==> config.mk <==
export PLATFORM = sky130hd
export DESIGN_NAME = alu_arbiter_flat
export DESIGN_NICKNAME = d
export VERILOG_FILES = /design/src/rtl/alu_pkg.sv /design/src/rtl/alu_arbiter_if.sv /design/src/rtl/rr_arb2.sv /design/src/rtl/alu_arbiter.sv /design/src/flat_wrapper.sv
export SDC_FILE = /design/constraint.sdc
export NUM_CORES = 1
export LEC_CHECK = 0
export CAP_MARGIN = 20
export CELL_PAD_IN_SITES_DETAIL_PLACEMENT = 0
export CELL_PAD_IN_SITES_GLOBAL_PLACEMENT = 1
export CORE_ASPECT_RATIO = 1.4
export CORE_MARGIN = 4
export CORE_UTILIZATION = 28
export CTS_CLUSTER_SIZE = 10
export DETAILED_ROUTE_END_ITERATION = 12
export PLACE_DENSITY = 0.84
export SYNTH_ARGS = -nofsm -noshare
export SYNTH_HDL_FRONTEND = slang
export SYNTH_SLANG_ARGS = --single-unit
==> constraint.sdc <==
create_clock -name clk -period 2 [get_ports clk]
set_input_delay 0.3 -clock clk [delete_from_list [all_inputs] [get_ports clk]]
set_output_delay 0.3 -clock clk [all_outputs]
set_load 0.02 [all_outputs]
==> src/rtl/alu_pkg.sv <==
// Shared ALU definitions: control codes, op classes, funct3 values and the
// arbiter FSM/issue types used by the ALU arbiter and its neighbours.
package alu_pkg;

  localparam int XLEN = 32;

  typedef enum logic [3:0] {
    ALU_ADD  = 4'b0000,
    ALU_SUB  = 4'b0001,
    ALU_AND  = 4'b0010,
    ALU_OR   = 4'b0011,
    ALU_XOR  = 4'b0100,
    ALU_SLL  = 4'b0101,
    ALU_SRL  = 4'b0110,
    ALU_SRA  = 4'b0111,
    ALU_SLT  = 4'b1000,
    ALU_SLTU = 4'b1001
  } alu_ctrl_t;

  typedef enum logic [1:0] {
    ALUOP_LDSW   = 2'b00,
    ALUOP_BRANCH = 2'b01,
    ALUOP_RTYPE  = 2'b10,
    ALUOP_UTYPE  = 2'b11
  } aluop_t;

  localparam logic [2:0] F3_ADD_SUB = 3'b000;
  localparam logic [2:0] F3_SLL     = 3'b001;
  localparam logic [2:0] F3_SLT     = 3'b010;
  localparam logic [2:0] F3_SLTU    = 3'b011;
  localparam logic [2:0] F3_XOR     = 3'b100;
  localparam logic [2:0] F3_SR      = 3'b101;
  localparam logic [2:0] F3_OR      = 3'b110;
  localparam logic [2:0] F3_AND     = 3'b111;

  typedef enum logic [1:0] {
    ST_IDLE = 2'b00,
    ST_EXEC = 2'b01,
    ST_RESP = 2'b10
  } arb_state_t;

  typedef struct packed {
    logic [1:0]      op;
    logic [2:0]      funct3;
    logic            funct7b5;
    logic [XLEN-1:0] a;
    logic [XLEN-1:0] b;
  } issue_t;

  // Reference mapping used by the external decoder; U-type falls through to ADD.
  function automatic alu_ctrl_t alu_decode(input logic [1:0] op,
                                           input logic [2:0] funct3,
                                           input logic       funct7b5);
    alu_ctrl_t ctrl;
    ctrl = ALU_ADD;
    case (op)
      ALUOP_BRANCH: ctrl = ALU_SUB;
      ALUOP_RTYPE: begin
        case (funct3)
          F3_ADD_SUB: ctrl = funct7b5 ? ALU_SUB : ALU_ADD;
          F3_SLL:     ctrl = ALU_SLL;
          F3_SLT:     ctrl = ALU_SLT;
          F3_SLTU:    ctrl = ALU_SLTU;
          F3_XOR:     ctrl = ALU_XOR;
          F3_SR:      ctrl = funct7b5 ? ALU_SRA : ALU_SRL;
          F3_OR:      ctrl = ALU_OR;
          default:    ctrl = ALU_AND;
        endcase
      end
      default: ctrl = ALU_ADD;
    endcase
    return ctrl;
  endfunction

endpackage

==> src/rtl/alu_arbiter_if.sv <==
// Bundle of request, ALU and response signals between the two requesters,
// the shared ALU and the arbiter (slave side = arbiter).
interface alu_arbiter_if;
  import alu_pkg::*;

  logic [1:0]           req_valid;
  logic [1:0]           req_ready;
  logic [1:0][1:0]      req_alu_op;
  logic [1:0][2:0]      req_funct3;
  logic [1:0]           req_funct7b5;
  logic [1:0][XLEN-1:0] req_a;
  logic [1:0][XLEN-1:0] req_b;

  logic [1:0]           alu_op;
  logic [2:0]           alu_funct3;
  logic                 alu_funct7b5;
  logic [XLEN-1:0]      alu_a;
  logic [XLEN-1:0]      alu_b;
  logic [XLEN-1:0]      alu_result;
  logic                 alu_zero;

  logic [1:0]           rsp_valid;
  logic [1:0]           rsp_ready;
  logic [XLEN-1:0]      rsp_result;
  logic                 rsp_zero;
  logic                 busy;

  modport master (
    output req_valid, req_alu_op, req_funct3, req_funct7b5, req_a, req_b,
    output alu_result, alu_zero, rsp_ready,
    input  req_ready, alu_op, alu_funct3, alu_funct7b5, alu_a, alu_b,
    input  rsp_valid, rsp_result, rsp_zero, busy
  );

  modport slave (
    input  req_valid, req_alu_op, req_funct3, req_funct7b5, req_a, req_b,
    input  alu_result, alu_zero, rsp_ready,
    output req_ready, alu_op, alu_funct3, alu_funct7b5, alu_a, alu_b,
    output rsp_valid, rsp_result, rsp_zero, busy
  );

endinterface

==> src/rtl/rr_arb2.sv <==
// Two-way round-robin grant; purely combinational, the caller owns the
// priority pointer.
module rr_arb2 (
  input  logic [1:0] req,
  input  logic       prio,
  output logic [1:0] gnt
);

  always_comb begin
    gnt = 2'b00;
    unique case (req)
      2'b01:   gnt = 2'b01;
      2'b10:   gnt = 2'b10;
      2'b11:   gnt = prio ? 2'b10 : 2'b01;
      default: gnt = 2'b00;
    endcase
  end

endmodule

==> src/rtl/alu_arbiter.sv <==
// Shares one ALU between two requesters: round-robin grant, one registered
// issue cycle, then the captured result is held until its owner accepts it.
module alu_arbiter
  import alu_pkg::*;
(
  input  logic          clk,
  input  logic          rst_n,
  alu_arbiter_if.slave  arb_if
);

  arb_state_t      state_q, state_d;
  logic            prio_q, prio_d;
  logic            owner_q, owner_d;
  issue_t          issue_q, issue_d;
  logic [XLEN-1:0] result_q, result_d;
  logic            zero_q, zero_d;
  logic [1:0]      gnt;

  rr_arb2 u_rr_arb2 (
    .req  (arb_if.req_valid),
    .prio (prio_q),
    .gnt  (gnt)
  );

  always_ff @(posedge clk or negedge rst_n) begin
    if (!rst_n) begin
      state_q  <= ST_IDLE;
      prio_q   <= 1'b0;
      owner_q  <= 1'b0;
      issue_q  <= '0;
      result_q <= '0;
      zero_q   <= 1'b0;
    end else begin
      state_q  <= state_d;
      prio_q   <= prio_d;
      owner_q  <= owner_d;
      issue_q  <= issue_d;
      result_q <= result_d;
      zero_q   <= zero_d;
    end
  end

  always_comb begin
    state_d  = state_q;
    prio_d   = prio_q;
    owner_d  = owner_q;
    issue_d  = issue_q;
    result_d = result_q;
    zero_d   = zero_q;
    unique case (state_q)
      ST_IDLE: begin
        if (|gnt) begin
          // gnt is one-hot here, so bit 1 is the winning requester index.
          owner_d         = gnt[1];
          prio_d          = ~gnt[1];
          issue_d.op       = arb_if.req_alu_op[gnt[1]];
          issue_d.funct3   = arb_if.req_funct3[gnt[1]];
          issue_d.funct7b5 = arb_if.req_funct7b5[gnt[1]];
          issue_d.a        = arb_if.req_a[gnt[1]];
          issue_d.b        = arb_if.req_b[gnt[1]];
          state_d          = ST_EXEC;
        end
      end
      ST_EXEC: begin
        result_d = arb_if.alu_result;
        zero_d   = arb_if.alu_zero;
        state_d  = ST_RESP;
      end
      ST_RESP: begin
        if (arb_if.rsp_ready[owner_q]) begin
          state_d = ST_IDLE;
        end
      end
      default: state_d = ST_IDLE;
    endcase
  end

  generate
    for (genvar gi = 0; gi < 2; gi++) begin : g_port
      assign arb_if.req_ready[gi] = (state_q == ST_IDLE) && gnt[gi];
      assign arb_if.rsp_valid[gi] = (state_q == ST_RESP) && (owner_q == 1'(gi));
    end
  endgenerate

  // ALU inputs come straight from the issue registers and hold between issues.
  assign arb_if.alu_op       = issue_q.op;
  assign arb_if.alu_funct3   = issue_q.funct3;
  assign arb_if.alu_funct7b5 = issue_q.funct7b5;
  assign arb_if.alu_a        = issue_q.a;
  assign arb_if.alu_b        = issue_q.b;

  assign arb_if.rsp_result = result_q;
  assign arb_if.rsp_zero   = zero_q;
  assign arb_if.busy       = (state_q != ST_IDLE);

  a_req_ready_onehot: assert property (@(posedge clk) disable iff (!rst_n)
    $onehot0(arb_if.req_ready));
  a_rsp_valid_onehot: assert property (@(posedge clk) disable iff (!rst_n)
    $onehot0(arb_if.rsp_valid));
  a_rsp_stable: assert property (@(posedge clk) disable iff (!rst_n)
    (state_q == ST_RESP) |=> ((state_q != ST_RESP) || $stable(result_q)));

endmodule

==> src/flat_wrapper.sv <==
// flat-port wrapper written by rule: the top's interface ports become plain ports
module alu_arbiter_flat import alu_pkg::*;
  (clk, rst_n, arb_if_req_valid, arb_if_req_alu_op, arb_if_req_funct3, arb_if_req_funct7b5, arb_if_req_a, arb_if_req_b, arb_if_alu_result, arb_if_alu_zero, arb_if_rsp_ready, arb_if_req_ready, arb_if_alu_op, arb_if_alu_funct3, arb_if_alu_funct7b5, arb_if_alu_a, arb_if_alu_b, arb_if_rsp_valid, arb_if_rsp_result, arb_if_rsp_zero, arb_if_busy);
  alu_arbiter_if arb_if_i ();
  input  logic clk;
  input  logic rst_n;
  input wire logic [$bits(arb_if_i.req_valid)-1:0] arb_if_req_valid;
  input wire logic [$bits(arb_if_i.req_alu_op)-1:0] arb_if_req_alu_op;
  input wire logic [$bits(arb_if_i.req_funct3)-1:0] arb_if_req_funct3;
  input wire logic [$bits(arb_if_i.req_funct7b5)-1:0] arb_if_req_funct7b5;
  input wire logic [$bits(arb_if_i.req_a)-1:0] arb_if_req_a;
  input wire logic [$bits(arb_if_i.req_b)-1:0] arb_if_req_b;
  input wire logic [$bits(arb_if_i.alu_result)-1:0] arb_if_alu_result;
  input wire logic [$bits(arb_if_i.alu_zero)-1:0] arb_if_alu_zero;
  input wire logic [$bits(arb_if_i.rsp_ready)-1:0] arb_if_rsp_ready;
  output wire logic [$bits(arb_if_i.req_ready)-1:0] arb_if_req_ready;
  output wire logic [$bits(arb_if_i.alu_op)-1:0] arb_if_alu_op;
  output wire logic [$bits(arb_if_i.alu_funct3)-1:0] arb_if_alu_funct3;
  output wire logic [$bits(arb_if_i.alu_funct7b5)-1:0] arb_if_alu_funct7b5;
  output wire logic [$bits(arb_if_i.alu_a)-1:0] arb_if_alu_a;
  output wire logic [$bits(arb_if_i.alu_b)-1:0] arb_if_alu_b;
  output wire logic [$bits(arb_if_i.rsp_valid)-1:0] arb_if_rsp_valid;
  output wire logic [$bits(arb_if_i.rsp_result)-1:0] arb_if_rsp_result;
  output wire logic [$bits(arb_if_i.rsp_zero)-1:0] arb_if_rsp_zero;
  output wire logic [$bits(arb_if_i.busy)-1:0] arb_if_busy;
  assign arb_if_i.req_valid = arb_if_req_valid;
  assign arb_if_i.req_alu_op = arb_if_req_alu_op;
  assign arb_if_i.req_funct3 = arb_if_req_funct3;
  assign arb_if_i.req_funct7b5 = arb_if_req_funct7b5;
  assign arb_if_i.req_a = arb_if_req_a;
  assign arb_if_i.req_b = arb_if_req_b;
  assign arb_if_i.alu_result = arb_if_alu_result;
  assign arb_if_i.alu_zero = arb_if_alu_zero;
  assign arb_if_i.rsp_ready = arb_if_rsp_ready;
  assign arb_if_req_ready = arb_if_i.req_ready;
  assign arb_if_alu_op = arb_if_i.alu_op;
  assign arb_if_alu_funct3 = arb_if_i.alu_funct3;
  assign arb_if_alu_funct7b5 = arb_if_i.alu_funct7b5;
  assign arb_if_alu_a = arb_if_i.alu_a;
  assign arb_if_alu_b = arb_if_i.alu_b;
  assign arb_if_rsp_valid = arb_if_i.rsp_valid;
  assign arb_if_rsp_result = arb_if_i.rsp_result;
  assign arb_if_rsp_zero = arb_if_i.rsp_zero;
  assign arb_if_busy = arb_if_i.busy;
  alu_arbiter u_core (.clk(clk), .rst_n(rst_n), .arb_if(arb_if_i));
endmodule
==> flow_summary.yaml <==
yosys:
  synth_cell_types: 20
  ys_ff_latch: 107
  synth_nets: 510
  yosysTopAreaCellShare: 0.584
  ys_async_sr_fraction: 1.00
  ys.flop_type: "dfrtp_1"
  yosysMostFrequentCell: "dfrtp_1"
  synth_cells: 331
  ys_seq_area_frac: 0.584
  syn_avg_cell_area_um2: 13.8
  syn_area_um2: 4580
  synth_edf_count: 0
  synth_warnings: 0
  synthTopCellsByCount: "dfrtp_1 (107), a221o_1 (66), o21a_1 (66)"
  synthTopCellsByArea: "dfrtp_1 (58%), a221o_1 (14%), o21a_1 (11%)"
  yosys.area.top_type: "dfrtp_1"
timing:
  worstMarginPinSlew_ns: 0.757
  rsz0062_at_grt: "no"
  fin_crit_sh: 0.919
  slew_headroom: 0.495
  final_max_slew_viol_count: 0
  min_period_ns: 1.84
  max_freq_ghz: 0.544
  finalHoldViolCount: 0
  fin_worst_skew_ns: 0.0125
  setup_viol: 0
die:
  start_util: 0.285
  row_count: 55
  die_w_um: 116
  die_area_um2: 18500
  ios: 287
  core-area_um2: 16100
  die_h_um: 159
place:
  hpwl_um: 11900
  io_buffers: 286
  globalplace.congestion: 0.765
route:
  drt-initial-drc-count: 176
  routed_wl_um: 16000
  wire_per_inst_um: 19.7
  ant_nets: 0
  via_count: 4044
  firstDrtPassIters: 4
  vias_per_cell: 4.98
  drc: 0
cells_and_area:
  post-route-util: 0.492
  layout.nets: 787
  drive_above_1_share: 0.119
  area_delta_synth_final_pct: 73.0
  diodes: 0
worst_setup_path:
  worst_ep_required_time_ns: 1.70
  cpLargestDelayFamily: "buffers and inverters"
  worstSetupPathType: "flop to output pin"
  cp_max_fo: 3
  worstPathCellList: "nor2_4, inv_2, clkdlybuf4s50_1"
  worst_setup_path_end_kind: "output pin"
  start_kind: "flop"
  worstPathArrival_ns: 1.54
  cp_num_buf_inv: 2
  crit_slowest_cell: "clkdlybuf4s50_1"
  max_stage_delay_ns: 0.55
pwr:
  pwr-share-seq: 0.305
  leakage_nw: 3.25
  combinationalPowerShare: 0.553
  p_switching_mw: 4.74
  clkPwrFrac: 0.142
  switching_share: 0.375
  power_mw: 12.6
  peakVddDrop_mv: 0.941
  intPower_mw: 7.89
  power.density_nw_per_um2: 1590
global_route:
  track_usage: 0.168
  grt_pass1_vias: 4552
  grt_max_degree: 108
  grt_pass1_wl_um: 24300
  antenna_found_initial: 0
  gr-total-overflow: 0
clock_network:
  cts.sinks: 107
  h-tree-depth: 3
  cts_tree: "built"
  cts_buffers: 9
  path_clk_slew_ns: 0.07
  root_buffer: "clkbuf_16"
  cts_max_path_buffers: 2
  insertion_delay_ns: 0.34
status:
  status: "completed"
worst_hold_path:
  hp-class: "input pin to asynchronous set/reset pin"
run:
  cap_violations: 0
-- registers in the layout, summed over array words and instances, names as in the netlist --
name,cells
u_core.prio_q,1
u_core.arb_if.alu_a,32
u_core.arb_if.alu_funct7b5,1
u_core.arb_if.alu_funct3,3
u_core.state_q,2
u_core.owner_q,1
u_core.arb_if.rsp_zero,1
u_core.arb_if.alu_b,32
u_core.arb_if.rsp_result,32
u_core.arb_if.alu_op,2
-- layer usage --
layer  global-route usage  share of wire  up-vias
met4               0.0470          0.019        0
met1                0.184           0.37     1962
met3               0.0627           0.10       20
met2                0.300           0.51      219
met5                    0              0        -
li1                     -              -     1843
-- through the flow --
| step | worst slack, ns | area (um2) | hold slack [ns] | instances | TNS [ns] |
|---|---|---|---|---|---|
| 6_report | 0.161 | 7930 | 0.0158 | 812 | 0 |
| 5_1_grt | 0.0722 | 7930 | 0.0319 | 812 | 0 |
| 4_1_cts | 0.0139 | 7920 | 0.0501 | 812 | 0 |
| 3_5_place_dp | -0.0596 | 7620 | 0.428 | 796 | -2.06 |
| 3_3_place_gp | -0.0388 | 7620 | 0.414 | 796 | -0.662 |
| 2_1_floorplan | 0.634 | 4580 | 0.00441 | 331 | 0 |
-- final cells by class --
type                    count  area (um2)
fillers                  1472        8180
repair buffers            298        2980
flip-flops and latches    107        2680
multi-input cells         188        1710
well taps                 199         249
clock buffers              10         229
clock inverters             6        68.8
inverters                   4        15.0
-- worst paths after layout --
path	start	end	slack, ns	cells after the start
worst min-delay path	rst_n	u_core.arb_if.rsp_result[9]$_DFFE_PN0N_	0.02	2
min in group clk	u_core.arb_if.rsp_result[16]$_DFFE_PN0N_	u_core.arb_if.rsp_result[16]$_DFFE_PN0N_	0.51	1
worst max register to register	u_core.state_q[1]$_DFFE_PN0P_	u_core.arb_if.alu_b[16]$_DFFE_PN0P_	0.29	5
worst max-delay path	u_core.state_q[1]$_DFFE_PN0P_	arb_if_busy	0.16	3
worst min register to register	u_core.arb_if.rsp_result[16]$_DFFE_PN0N_	u_core.arb_if.rsp_result[16]$_DFFE_PN0N_	0.51	1
max in group asynchronous	rst_n	u_core.arb_if.alu_b[9]$_DFFE_PN0P_	1.50	2
-- cells by family (layout without fill, tap and decap cells) --
group	after synthesis	count (layout)	share of synthesized area
flip-flops	107	107	0.584
multiplexers	34	34	0.0836
AO/OA/AOI/OAI	143	143	0.273
buffers and inverters	36	318	0.0440
AND/OR/NAND/NOR	11	11	0.0156
-- layout by cell type (no fill, tap or decap), types with 3 or more instances in the layout --
cell | synthesis | routed
inv_2 | 3 | 3
nor2_1 | 3 | 3
o21a_1 | 66 | 66
inv_6 | 0 | 3
o21bai_1 | 4 | 4
dfrtp_1 | 107 | 107
nand2b_1 | 3 | 3
o221a_2 | 4 | 4
mux2_2 | 34 | 34
a221o_1 | 66 | 66
clkdlybuf4s50_1 | 0 | 281
clkbuf_16 | 0 | 9
buf_4 | 2 | 11
-- power by group through the flow --
stage | sequential (mW) | clock, mW | combinational [mW]
after floorplan | 5.08 | 0 | 2.64
after global routing | 3.99 | 1.95 | 7.45
after CTS | 3.87 | 1.87 | 7.09
after global placement | 3.85 | 0 | 6.95
final | 3.85 | 1.79 | 6.99
after detailed placement | 3.89 | 0 | 7.10
-- what timing repair did --
action,4_1_cts,5_1_grt
resized for setup,2,2
endpoints found under the setup margin,2,2
hold buffers,0,0
setup buffers,0,0
(Power assumes the default switching activity.)
